===== config.mk =====
export PLATFORM = sky130hd
export DESIGN_NAME = static_pop_sched
export DESIGN_NICKNAME = d
export VERILOG_FILES = /design/src/rtl/static_pop_sched.sv
export SDC_FILE = /design/constraint.sdc
export NUM_CORES = 1
export LEC_CHECK = 0
export ABC_AREA = 1
export BUFFER_PORTS_ARGS = -buffer_cell sky130_fd_sc_hd__buf_2
export CORE_UTILIZATION = 32
export DETAILED_ROUTE_END_ITERATION = 6
export PLACE_DENSITY = 0.54
export REMOVE_ABC_BUFFERS = 1
export SLEW_MARGIN = 5
export SYNTH_ARGS = -nofsm -noshare
export SYNTH_HDL_FRONTEND = slang
export SYNTH_SLANG_ARGS = --single-unit
export TNS_END_PERCENT = 10

===== constraint.sdc =====
create_clock -name clk -period 9.4 [get_ports clk]
set_input_delay 0.47 -clock clk [delete_from_list [all_inputs] [get_ports clk]]
set_output_delay 0.47 -clock clk [all_outputs]
set_load 0.01 [all_outputs]

===== src/rtl/static_pop_sched.sv =====
// Pop scheduler for the multi-FIFO static circular buffer: shadows occupancy from
// snooped pushes, pops round-robin, and streams returned data out under credit control.
module static_pop_sched #(
  parameter int NUMELEM  = 4,
  parameter int BITDATA  = 4,
  parameter int NUMFIFO  = 8,
  parameter int RDLAT    = 1,
  parameter int OUTDEPTH = 4,
  parameter int BITFIFO  = $clog2(NUMFIFO),
  parameter int BITELEM  = $clog2(NUMELEM)
) (
  input  logic               clk,
  input  logic               rst,
  input  logic               buf_ready,
  input  logic               push,
  input  logic [BITFIFO-1:0] pu_prt,
  output logic               pop,
  output logic [BITFIFO-1:0] po_prt,
  input  logic [BITDATA-1:0] po_dout,
  output logic               out_vld,
  input  logic               out_ready,
  output logic [BITFIFO-1:0] out_prt,
  output logic [BITDATA-1:0] out_data,
  output logic               err
);

  localparam int BITCNT  = BITELEM + 1;
  localparam int BITCRD  = $clog2(OUTDEPTH + 1);
  localparam int BITOPTR = (OUTDEPTH > 1) ? $clog2(OUTDEPTH) : 1;

  logic [BITCNT-1:0]  cnt [NUMFIFO];
  logic [BITFIFO-1:0] rr_ptr;
  logic [BITFIFO-1:0] po_prt_q;
  logic [BITFIFO-1:0] sel_prt;
  logic [BITFIFO-1:0] cand;
  logic               any_elig;
  logic [BITCRD-1:0]  credit;
  logic [RDLAT-1:0]   tag_vld;
  logic [BITFIFO-1:0] tag_prt [RDLAT];
  logic [BITFIFO-1:0] fifo_prt [OUTDEPTH];
  logic [BITDATA-1:0] fifo_data [OUTDEPTH];
  logic [BITOPTR-1:0] wr_ptr;
  logic [BITOPTR-1:0] rd_ptr;
  logic [BITCRD-1:0]  occ;
  logic               fifo_wr;
  logic               out_hs;

  function automatic logic [BITOPTR-1:0] ptr_next(input logic [BITOPTR-1:0] p);
    return (p == BITOPTR'(OUTDEPTH - 1)) ? '0 : p + 1'b1;
  endfunction

  // Descending scan so the last hit is the first eligible FIFO after rr_ptr.
  always_comb begin
    any_elig = 1'b0;
    sel_prt  = rr_ptr;
    cand     = '0;
    for (int i = NUMFIFO; i >= 1; i--) begin
      cand = BITFIFO'((int'(rr_ptr) + i) % NUMFIFO);
      if (cnt[cand] != '0) begin
        any_elig = 1'b1;
        sel_prt  = cand;
      end
    end
  end

  assign pop     = buf_ready && any_elig && (credit < BITCRD'(OUTDEPTH));
  assign po_prt  = pop ? sel_prt : po_prt_q;
  assign out_vld = (occ != '0);
  assign out_hs  = out_vld && out_ready;
  assign out_prt = fifo_prt[rd_ptr];
  assign out_data = fifo_data[rd_ptr];
  assign fifo_wr = tag_vld[RDLAT-1];

  always_ff @(posedge clk or negedge rst) begin
    if (!rst) begin
      for (int f = 0; f < NUMFIFO; f++) cnt[f] <= '0;
      err <= 1'b0;
    end else begin
      for (int f = 0; f < NUMFIFO; f++) begin
        if (push && pu_prt == BITFIFO'(f) && !(pop && po_prt == BITFIFO'(f))) begin
          if (cnt[f] != BITCNT'(NUMELEM)) cnt[f] <= cnt[f] + 1'b1;
          else                            err    <= 1'b1;
        end else if (pop && po_prt == BITFIFO'(f) && !(push && pu_prt == BITFIFO'(f))) begin
          cnt[f] <= cnt[f] - 1'b1;
        end
      end
    end
  end

  always_ff @(posedge clk or negedge rst) begin
    if (!rst) begin
      rr_ptr   <= BITFIFO'(NUMFIFO - 1);
      po_prt_q <= '0;
      credit   <= '0;
    end else begin
      if (pop) begin
        rr_ptr   <= sel_prt;
        po_prt_q <= sel_prt;
      end
      if (pop && !out_hs)      credit <= credit + 1'b1;
      else if (out_hs && !pop) credit <= credit - 1'b1;
    end
  end

  // Tags travel alongside the buffer read so returned data knows its source FIFO.
  always_ff @(posedge clk or negedge rst) begin
    if (!rst) begin
      tag_vld <= '0;
      for (int i = 0; i < RDLAT; i++) tag_prt[i] <= '0;
    end else begin
      tag_vld[0] <= pop;
      tag_prt[0] <= po_prt;
      for (int i = 1; i < RDLAT; i++) begin
        tag_vld[i] <= tag_vld[i-1];
        tag_prt[i] <= tag_prt[i-1];
      end
    end
  end

  always_ff @(posedge clk or negedge rst) begin
    if (!rst) begin
      wr_ptr <= '0;
      rd_ptr <= '0;
      occ    <= '0;
    end else begin
      if (fifo_wr) wr_ptr <= ptr_next(wr_ptr);
      if (out_hs)  rd_ptr <= ptr_next(rd_ptr);
      if (fifo_wr && !out_hs)      occ <= occ + 1'b1;
      else if (out_hs && !fifo_wr) occ <= occ - 1'b1;
    end
  end

  always_ff @(posedge clk) begin
    if (fifo_wr) begin
      fifo_prt[wr_ptr]  <= tag_prt[RDLAT-1];
      fifo_data[wr_ptr] <= po_dout;
    end
  end

endmodule

==> results of run 1 <==
-- worst max-delay path, cell delays in order (launching register included) --
cell,delay (ns)
dfstp_2,0.87
inv_6,0.18
ha_1,0.74
inv_2,0.29
nand3_1,0.15
nand2_1,0.06
nor2_1,0.14
nand2_1,0.10
nand2_2,0.10
nand2_1,0.08
nand3_1,0.07
nand2_1,0.05
nand2_1,0.05
nand2_1,0.05
nand2_1,0.07
nand2_2,0.09
nand3_1,0.14
inv_1,0.19
nand2_1,0.17
nand2_1,0.11
fa_1,0.40
nand3b_1,0.19
nand4_1,0.11
nand2_1,0.06
-- cell usage in the layout, fill, tap and decap left out, types with 2 or more instances in the layout --
master     synthesis  routed
buf_2              2      24
inv_1             70      70
nor2_2             4       4
o21ai_2            3       3
o21ai_0           26      26
o22ai_1            7       7
nor2_1            53      53
o21ai_1            2       2
nand2_2           16      16
a31oi_1            2       2
nand3_1           70      70
mux2_2             2       2
inv_2              6       6
dfstp_2            3       3
nor2_4             4       4
nand3b_1           9       9
nand2_4            5       5
dfrtp_1           39      39
xor2_2             2       2
clkinv_4           0       2
ha_1               9       9
nand3_2            8       8
xor2_1            10      10
a21oi_1           10      10
edfxtp_1          28      28
nand4_1           16      16
clkbuf_16          0       9
nand2_1          202     202
xnor2_1            2       2
fa_1              10      10
-- state kept, by name, summed over array words and instances, names as in the netlist --
register	flops
credit	3
rd_ptr	2
fifo_data	16
rr_ptr	3
wr_ptr	2
fifo_prt	12
fifo_wr	1
occ	3
err	1
tag_prt	3
cnt	24
-- where the power goes --
part	internal, mW	switching [mW]
clock network	0.213	0.134
registers	0.440	0.150
logic	0.435	0.864
total	1.09	1.15
-- worst max-delay path by stage --
stage | depth (start not counted) | endpoint | slack [ns]
6_report | 23 | cnt[11] | 4.81
5_1_grt | 24 | cnt[2] | 4.39
4_1_cts | 23 | cnt[11] | 4.87
3_5_place_dp | 23 | cnt[11] | 4.89
3_3_place_gp | 23 | cnt[11] | 4.99
2_1_floorplan | 21 | cnt[11] | 5.64
-- per-layer routing --
layer | GRT usage, % | vias to the layer above | share of wire (%)
li1 | - | 2107 | -
met1 | 19.27 | 1943 | 45
met2 | 27.19 | 86 | 49
met3 | 4.236 | 21 | 3.7
met4 | 8.250 | 0 | 2.9
met5 | 0 | - | 0
-- kinds of logic (layout without fill, tap and decap cells) --
| group | Yosys count | count (layout) |
|---|---|---|
| buffers and inverters | 90 | 118 |
| multiplexers | 2 | 2 |
| AO/OA/AOI/OAI | 53 | 53 |
| AND/OR/NAND/NOR | 388 | 388 |
| XOR/XNOR | 15 | 15 |
| flip-flops | 70 | 70 |
| adder cells (fa/ha/maj) | 19 | 19 |
-- layout make-up --
type / instances / area (µm²) / area share (%)
multi-input combinational: 477 / 2581 / 47.56
tap: 184 / 230.2 / 4.242
clock buffer: 11 / 242.7 / 4.472
inverter: 78 / 297.8 / 5.486
sequential: 70 / 1896 / 34.92
clock inverter: 5 / 60.06 / 1.106
timing repair buffer: 24 / 120.1 / 2.213
==> flow_metrics.tcl, run 1 <==
set metrics [dict create \
    status "complete, but fails checks" \
    violations "DRC" \
    synth_area_leaders "dfrtp_1 20%, edfxtp_1 17%, nand2_1 16%, nand3_1 7.2%, inv_1 5.4%" \
    setup_tns_ns 0 \
    dpl_cell_area_um2 5125 \
    netlist_area_um2 4875 \
    synthXorXnorAreaFrac_pct 3.157 \
    slew_headroom_pct 29.54 \
    drc_errors 2 \
    required_ns 9.63 \
    clock_latency_ns 0.34 \
    first_pass_iters 6 \
    fin_hold_ws_ns 0.3198 \
    synth_top_family_by_area "simple AND/OR/NAND/NOR gates" \
    slew_viol_final 0 \
    crit_start "rr_ptr[0]" \
    holdBufCountCts 0 \
    routedWlPerCell_um 14.04 \
    clk_path_buf_depth 2 \
    fill_cells 1508 \
    ctsHtreeMaxLevel 3 \
    overflow 0 \
    reg2regPathDepth 23 \
    synth_compound_area_share_pct 6.263 \
    reg2reg_from "rr_ptr[0]" \
    tritoncts "yes" \
    grt_pass1_vias 4048 \
    cp-end-kind "flip-flop" \
    synth.avg_cell_area_um2 7.653 \
    reg2reg_slack_ns 4.81 \
    layout.cells.non_filler 849 \
    grt_max_degree 43 \
    cp-start-kind "flip-flop" \
    vias 4157 \
    initial_core_util_pct 33.16 \
    ys_types 39 \
    synth_cells 637 \
    io_buffers 24 \
    finalSetupViolations 0 \
    finalHoldViolCount 0 \
    dieArea_um2 15730 \
    synthSimpleGateAreaFrac_pct 36.65 \
    max_cap_viol_count 0 \
    worst-path-max-fanout 28 \
    post-route-util_pct 36.93 \
    ys_ff_latch 70 \
    nets 691 \
    synthAdderAreaFrac_pct 6.417 \
    cts-resized-gates 0 \
    track_usage_pct 16.26 \
    cp.arrival_ns 4.82 \
    area_growth_pct 11.35 \
    cts_root_buf "clkbuf_16" \
    netlist_top_cells_count "202 x nand2_1, 70 x inv_1, 70 x nand3_1" \
    yosysWarningCount 0 \
    antennaDiodeCount 0 \
    synth_top_cell_area_share_pct 20.02 \
    synthMuxAreaShare_pct 0.4620 \
    cts_buffers 9 \
    ir_drop_mv 0.1519 \
    tightest_slew_ns 1.057 \
    max_freq_mhz 217.9 \
    pre_cts_slack_ns 4.888 \
    fin_worst_skew_ns 0.01062 \
    fp.coreArea_um2 14700 \
    placed_cells 833 \
    placementRows 44 \
    yosysSeqAreaShare_pct 38.89 \
    cts.sink_count 70 \
    drive_above_1_share_pct 14.44 \
    synth_edf_count 28 \
    total_power_mw 2.237 \
    path_class "reg2reg" \
    avgViaCountPerCell 4.896 \
    postCtsSetupBuffers 0 \
    antenna_found_initial 0 \
    dr.first_iter.drc_count 222 \
    route.antenna.remaining_nets 0 \
    worstReg2RegEnd "cnt[11]" \
    die_width_um 125.4 \
    grt_pass1_wl_mm 19.71 \
    boundaryPins 25 \
    async_flop_share_pct 60.00 \
    die_h_um 125.4 \
    yosysTopAreaCell "dfrtp_1" \
    hold_class "in2async" \
    period_minus_slack_ns 4.590 \
    final_area_um2 5428 \
    routed_wl_mm 11.92 \
    min_period_over_period_pct 48.83 \
    rsz0062_at_grt "no" \
    p_per_area_nw_per_um2 412.1 \
    p_leak_nw 2.646 \
    synth_flop_cell "dfrtp_1" \
    clk_pin_slew_ns 0.06 \
    dp_hpwl_mm 8.977 \
    gp_congestion 0.8610 \
    fin_ws_ns 4.810 \
    yosys.cell_count.top_type "nand2_1" \
]
(Power assumes the default switching activity.)
==> inputs of run 2 (changes only) <==
PLACE_DENSITY = 0.56   (was 0.54)
clock period = 4 ns   (was 9.4 ns; I/O delays follow)
==> run 2 against run 1 <==
  * The flow finishes with violations (DRC, hold timing)
  * Core utilization increased by 0.51 points
  * Setup slack worse by 4.4 ns
  * Critical path depth up 2
  * Critical endpoint is now cnt[2]
  * Largest cell class unchanged
==> flow_metrics.tcl, run 2 (same netlist as run 1, synthesis figures left out) <==
set metrics [dict create \
    max_freq_mhz 275.1 \
    drive_above_1_share_pct 15.48 \
    slew_viol_final 0 \
    boundaryPins 25 \
    ir_drop_mv 0.3233 \
    dr.first_iter.drc_count 197 \
    required_ns 4.29 \
    die_h_um 125.4 \
    placementRows 44 \
    drc_errors 3 \
    reg_top3 "cnt x24, fifo_data x16, fifo_prt x12" \
    clk_path_buf_depth 2 \
    fp.coreArea_um2 14700 \
    final_cell_mix "202 x nand2_1, 70 x inv_1, 70 x nand3_1" \
    max_cap_viol_count 0 \
    cp-end-kind "flip-flop" \
    min_period_over_period_pct 90.86 \
    hold_class "in2async" \
    p_per_area_nw_per_um2 975.5 \
    met1_usage_pct 20.18 \
    io_buffers 24 \
    first_pass_iters 7 \
    setup_tns_ns 0 \
    cp-start-kind "flip-flop" \
    worst-path-max-fanout 18 \
    clock_latency_ns 0.35 \
    ctsHtreeMaxLevel 3 \
    cts.sink_count 70 \
    antennaDiodeCount 0 \
    route.antenna.remaining_nets 0 \
    path_class "reg2reg" \
    dp_hpwl_mm 8.892 \
    cts_root_buf "clkbuf_16" \
    nets 698 \
    cp.arrival_ns 3.92 \
    seq_area_um2 1896 \
    top_register "cnt" \
    fin_worst_skew_ns 0.009176 \
    tritoncts "yes" \
    largest_register_ffs 24 \
    tightest_slew_ns 0.9802 \
    avgViaCountPerCell 4.820 \
    violations "DRC, hold timing" \
    vias 4126 \
    track_usage_pct 16.23 \
    period_minus_slack_ns 3.635 \
    antenna_found_initial 0 \
    overflow 0 \
    grt_pass1_vias 4017 \
    grt_busiest_layer "met2" \
    area_growth_pct 12.89 \
    grt_pass1_wl_mm 19.94 \
    pre_cts_slack_ns 0.2552 \
    slew_headroom_pct 34.65 \
    dieArea_um2 15730 \
    fin_hold_ws_ns -0.0009590 \
    dpl_cell_area_um2 5147 \
    die_width_um 125.4 \
    fill_cells 1511 \
    status "complete, but fails checks" \
    final_area_um2 5503 \
    grt_max_degree 43 \
    clk_pin_slew_ns 0.06 \
    rsz0062_at_grt "no" \
    routed_wl_mm 11.78 \
    finalSetupViolations 0 \
    routedWlPerCell_um 13.76 \
    globalRouteMet2Util_pct 27.03 \
    mostFrequentLayoutCell "nand2_1" \
    p_leak_nw 2.683 \
    holdBufCountCts 0 \
    fin_ws_ns 0.3654 \
    finalHoldViolCount 1 \
    gp_congestion 0.8864 \
    multiInputGateArea_um2 2581 \
    initial_core_util_pct 33.16 \
    use_met3_pct 3.808 \
    cts_buffers 9 \
]
run 2: cell types whose count changed in the layout (fill, tap and decap cells not counted):
cell        change
clkinv_2        -1
inv_6           +2
bufinv_16       +1
clkinv_4        -2
clkbuf_8        -1
clkinv_1        -1
buf_4           +7
clkinvlp_4      +2
run 2: routing by layer:
metal	vias to the layer above	wire length (µm)
met5	-	0
met4	0	184
met3	11	466
met2	73	5756
met1	1920	5371
li1	2122	-
run 2: repair_timing:
item | 4_1_cts | 5_1_grt
endpoints found under the setup margin | 0 | 14
resized for setup | 0 | 1
setup buffers | 0 | 4
run 2: worst max-delay path, stage by stage, from the launching register on:
cell and delay (ns):
dfstp_2 0.61, clkinvlp_4 0.13, ha_1 0.30, buf_4 0.21, nand3_1 0.11, nand2_1 0.05
nor2_1 0.16, nand2_1 0.11, nand2_2 0.09, nand2_1 0.09, nor2_1 0.11, nand2_1 0.09
nand2_4 0.11, nor2_2 0.06, nand2_4 0.10, nand2_4 0.10, nand2_1 0.12, inv_2 0.07
nand2_2 0.10, nand2_1 0.10, fa_1 0.43, inv_1 0.09, nand2_1 0.06, nand3_1 0.08
nand2_1 0.05, inv_1 0.05
run 2: stage by stage:
step	hold WS, ns	instances	power (mW)	utilization (%)
floorplan	-0.09559	625	3.620	-
global placement	0.4158	836	4.426	35.02
detailed placement	0.4276	836	4.471	35.02
CTS	0.04900	852	5.385	37.21
global route	0.06868	856	5.915	37.44
finish	-0.0009590	856	5.368	37.44
run 2: where the power goes:
part           internal, mW  total, mW  switching, mW
clock                 0.550      0.879          0.329
combinational          1.07       3.15           2.07
sequential             1.03       1.34          0.309
total                  2.66       5.37           2.71
run 2: path summary, 6_finish.rpt:
check,end,depth (start not counted),slack [ns],from
setup / recovery,cnt[2],25,0.37,rr_ptr[1]
hold / removal,cnt[20],1,-0.001,rst
setup reg to reg,cnt[2],25,0.37,rr_ptr[1]
hold reg to reg,credit[0],1,0.51,credit[0]
max in group asynchronous,fifo_wr,1,3.37,rst
min in group clk,fifo_data[3][0],1,0.07,po_dout[0]
run 2: layout make-up:
cell class,count,share of cell area [%]
repair buffers,31,3.138
clock buffers,10,4.161
clock inverters,6,1.683
inverters,78,5.480
flip-flops and latches,70,34.45
multi-input cells,477,46.91
well taps,184,4.184
==> inputs of run 3 (changes only) <==
ABC_AREA = unset   (was 1)
==> run 3 against run 2 <==
  * Final area rose by 15%
  * Critical path depth is 9 lower
  * Register-to-register slack worse by 0.33 ns
  * Via count decreased by 5.4%
  * First-iteration DRC count increased by 15%
  * Area after synthesis decreased by 4.4%
  * Global-route usage grew 2.2 points
  * Wire length increased by 7.6%
  * Largest cell class unchanged
  * Fmax shrank 8.3%
  * Synthesized cell count decreased by 35%
  * The run now ends clean
  * Power grew 17%
  * Worst hold slack improved by 0.013 ns
==> flow_metrics.tcl, run 3 <==
set metrics [dict create \
    pre_cts_slack_ns -0.3257 \
    wl_met2_mm 6.335 \
    nets 571 \
    cp.arrival_ns 4.20 \
    slew_viol_final 0 \
    ctsHtreeMaxLevel 3 \
    p_per_area_nw_per_um2 991.5 \
    slowest_stage "dfstp_2" \
    worst-path-max-fanout 4 \
    ir_drop_mv 0.3881 \
    reg2regPathDepth 16 \
    path_class "reg2reg" \
    hold_class "in2async" \
    reg2reg_from "rr_ptr[0]" \
    yosys.cell_count.top_type "dfrtp_1" \
    period_minus_slack_ns 3.965 \
    initial_core_util_pct 33.19 \
    yosysWarningCount 0 \
    finalSetupViolations 0 \
    reg_top3 "cnt x24, fifo_data x16, fifo_prt x12" \
    total_power_mw 6.258 \
    max_freq_mhz 252.2 \
    dieArea_um2 15050 \
    p_leak_nw 2.516 \
    ys_types 65 \
    overflow 0 \
    rsz0062_at_grt "yes" \
    gp_congestion 0.8970 \
    async_flop_share_pct 60.00 \
    clk_path_buf_depth 2 \
    fin_worst_skew_ns 0.005480 \
    synth_cells 417 \
    fin_hold_ws_ns 0.01241 \
    mostFrequentLayoutCell "buf_4" \
    avgViaCountPerCell 5.383 \
    drc_errors 0 \
    grt_pass1_wl_mm 20.65 \
    grt_pass1_vias 4019 \
    wl_met1_mm 5.445 \
    clk_pin_slew_ns 0.06 \
    topRoutingLayerUsed "met4" \
    cp-end-kind "flip-flop" \
    cts.sink_count 70 \
    route.antenna.remaining_nets 0 \
    cts_root_buf "clkbuf_16" \
    boundaryPins 25 \
    fp.coreArea_um2 14040 \
    routedWlPerCell_um 17.48 \
    first_pass_iters 5 \
    synth_top_cell_area_share_pct 20.94 \
    layout.cells.non_filler 725 \
    top_register "cnt" \
    required_ns 4.24 \
    yosysSeqAreaShare_pct 40.67 \
    cts_buffers 9 \
    io_buffers 24 \
    track_usage_pct 18.40 \
    area_growth_pct 35.44 \
    min_period_over_period_pct 99.13 \
    ys_ff_latch 70 \
    antenna_found_initial 0 \
    vias 3903 \
    synth.avg_cell_area_um2 11.18 \
    largest_register_ffs 24 \
    die_width_um 122.7 \
    yosysTopAreaCell "dfrtp_1" \
    slew_headroom_pct 33.09 \
    synth_edf_count 28 \
    finalHoldViolCount 0 \
    die_h_um 122.7 \
    placementRows 43 \
    netlist_top_cells_count "39 x dfrtp_1, 33 x nand2_1, 28 x edfxtp_1" \
    tightest_slew_ns 1.004 \
    wl_met3_um 721 \
    final_cell_mix "102 x buf_4, 39 x dfrtp_1, 32 x nand2_1" \
    routed_wl_mm 12.67 \
    clock_latency_ns 0.35 \
    drive_above_1_share_pct 43.85 \
    dp_hpwl_mm 9.385 \
    slowest_delay_ns 0.54 \
    max_cap_viol_count 0 \
    worstPathCellList "inv_2, ha_4, xor2_4, buf_6, mux2i_1, a32o_2, a311oi_2, o21ai_1, o41ai_2, o21a_2, or3_4, nand2_4, fa_2, or2_4, or3_1, o221a_2" \
    status "finished, final reports clean" \
    worstReg2RegEnd "cnt[11]" \
    placed_cells 701 \
    setup_tns_ns 0 \
    fin_ws_ns 0.03486 \
    cp-start-kind "flip-flop" \
    synth_area_leaders "dfrtp_1 21%, edfxtp_1 18%, mux4_2 8.7%, fa_1 4.3%, mux2i_1 3.2%" \
    tritoncts "yes" \
    reg2reg_slack_ns 0.03 \
    grt_max_degree 43 \
    synth_flop_cell "dfrtp_1" \
    netlist_area_um2 4661 \
    antennaDiodeCount 0 \
    dr.first_iter.drc_count 226 \
]
run 3: cell types whose count changed after synthesis, moves of 12 or more:
cell	change
nand4_1	-16
mux2i_1	+15
nor2_1	-27
nor3_1	+15
nor4_1	+12
nand2_2	-16
nand2_1	-169
mux4_2	+18
inv_1	-54
nand3_1	-66
run 3: where the power goes:
part           internal, mW  switching, mW
sequential             1.04          0.249
clock                 0.432          0.340
combinational          2.08           2.11
total                  3.56           2.70
run 3: layout make-up:
class,count,area [µm²]
Clock buffer,9,225.2
Fill cell,1316,7730
Tap cell,180,225.2
Timing Repair Buffer,131,950.9
Clock inverter,7,62.56
Inverter,18,67.56
Sequential cell,70,1896
Multi-Input combinational cell,310,2885
run 3: critical path: cells and delay by family (launching register included):
family / cells / cell delay [ns]
AOI/OAI and AO/OA: 6 / 1.49
and+or+nand+nor: 4 / 0.76
adders and majority gates: 2 / 0.59
DFF: 1 / 0.54
buffers and inverters: 2 / 0.20
xor gates and xnor gates: 1 / 0.17
muxes: 1 / 0.11
run 3: worst max-delay path by stage:
stage                     startpoint  slack [ns]  endpoint
after floorplan            rr_ptr[0]       -1.25   cnt[11]
after global placement     rr_ptr[0]       -0.26   cnt[20]
after detailed placement   rr_ptr[0]       -0.33   cnt[20]
after CTS                  rr_ptr[0]       0.009    cnt[8]
after global routing       rr_ptr[0]       -0.11   cnt[11]
final                      rr_ptr[0]        0.03   cnt[11]
run 3: cells by family (layout without fill, tap and decap cells):
| group | count (synthesis) | count (layout) | share of synthesized area (%) |
|---|---|---|---|
| and+or+nand+nor | 138 | 138 | 16.32 |
| AOI/OAI and AO/OA | 90 | 90 | 14.34 |
| DFF | 70 | 70 | 40.67 |
| muxes | 42 | 42 | 14.17 |
| buffers and inverters | 37 | 165 | 3.839 |
| xor gates and xnor gates | 21 | 21 | 3.946 |
| adders and majority gates | 19 | 19 | 6.711 |
run 3: per-layer routing:
metal | GRT usage [%] | up-vias
li1 | - | 1857
met1 | 22.70 | 1921
met2 | 31.21 | 109
met3 | 5.437 | 16
met4 | 4.802 | 0
met5 | 0 | -
run 3: repair_timing:
item / CTS / global route
resized for setup: 34 / 32
hold buffers: 0 / 0
pin swaps: 7 / 16
setup buffers: 4 / 4
setup endpoints to repair: 15 / 18
run 3: per-stage QoR:
step / utilization (%) / instance area, µm²
floorplan: - / 4549
global placement: 40.24 / 5650
detailed placement: 40.24 / 5650
CTS: 43.70 / 6136
global route: 44.95 / 6312
finish: 44.95 / 6312
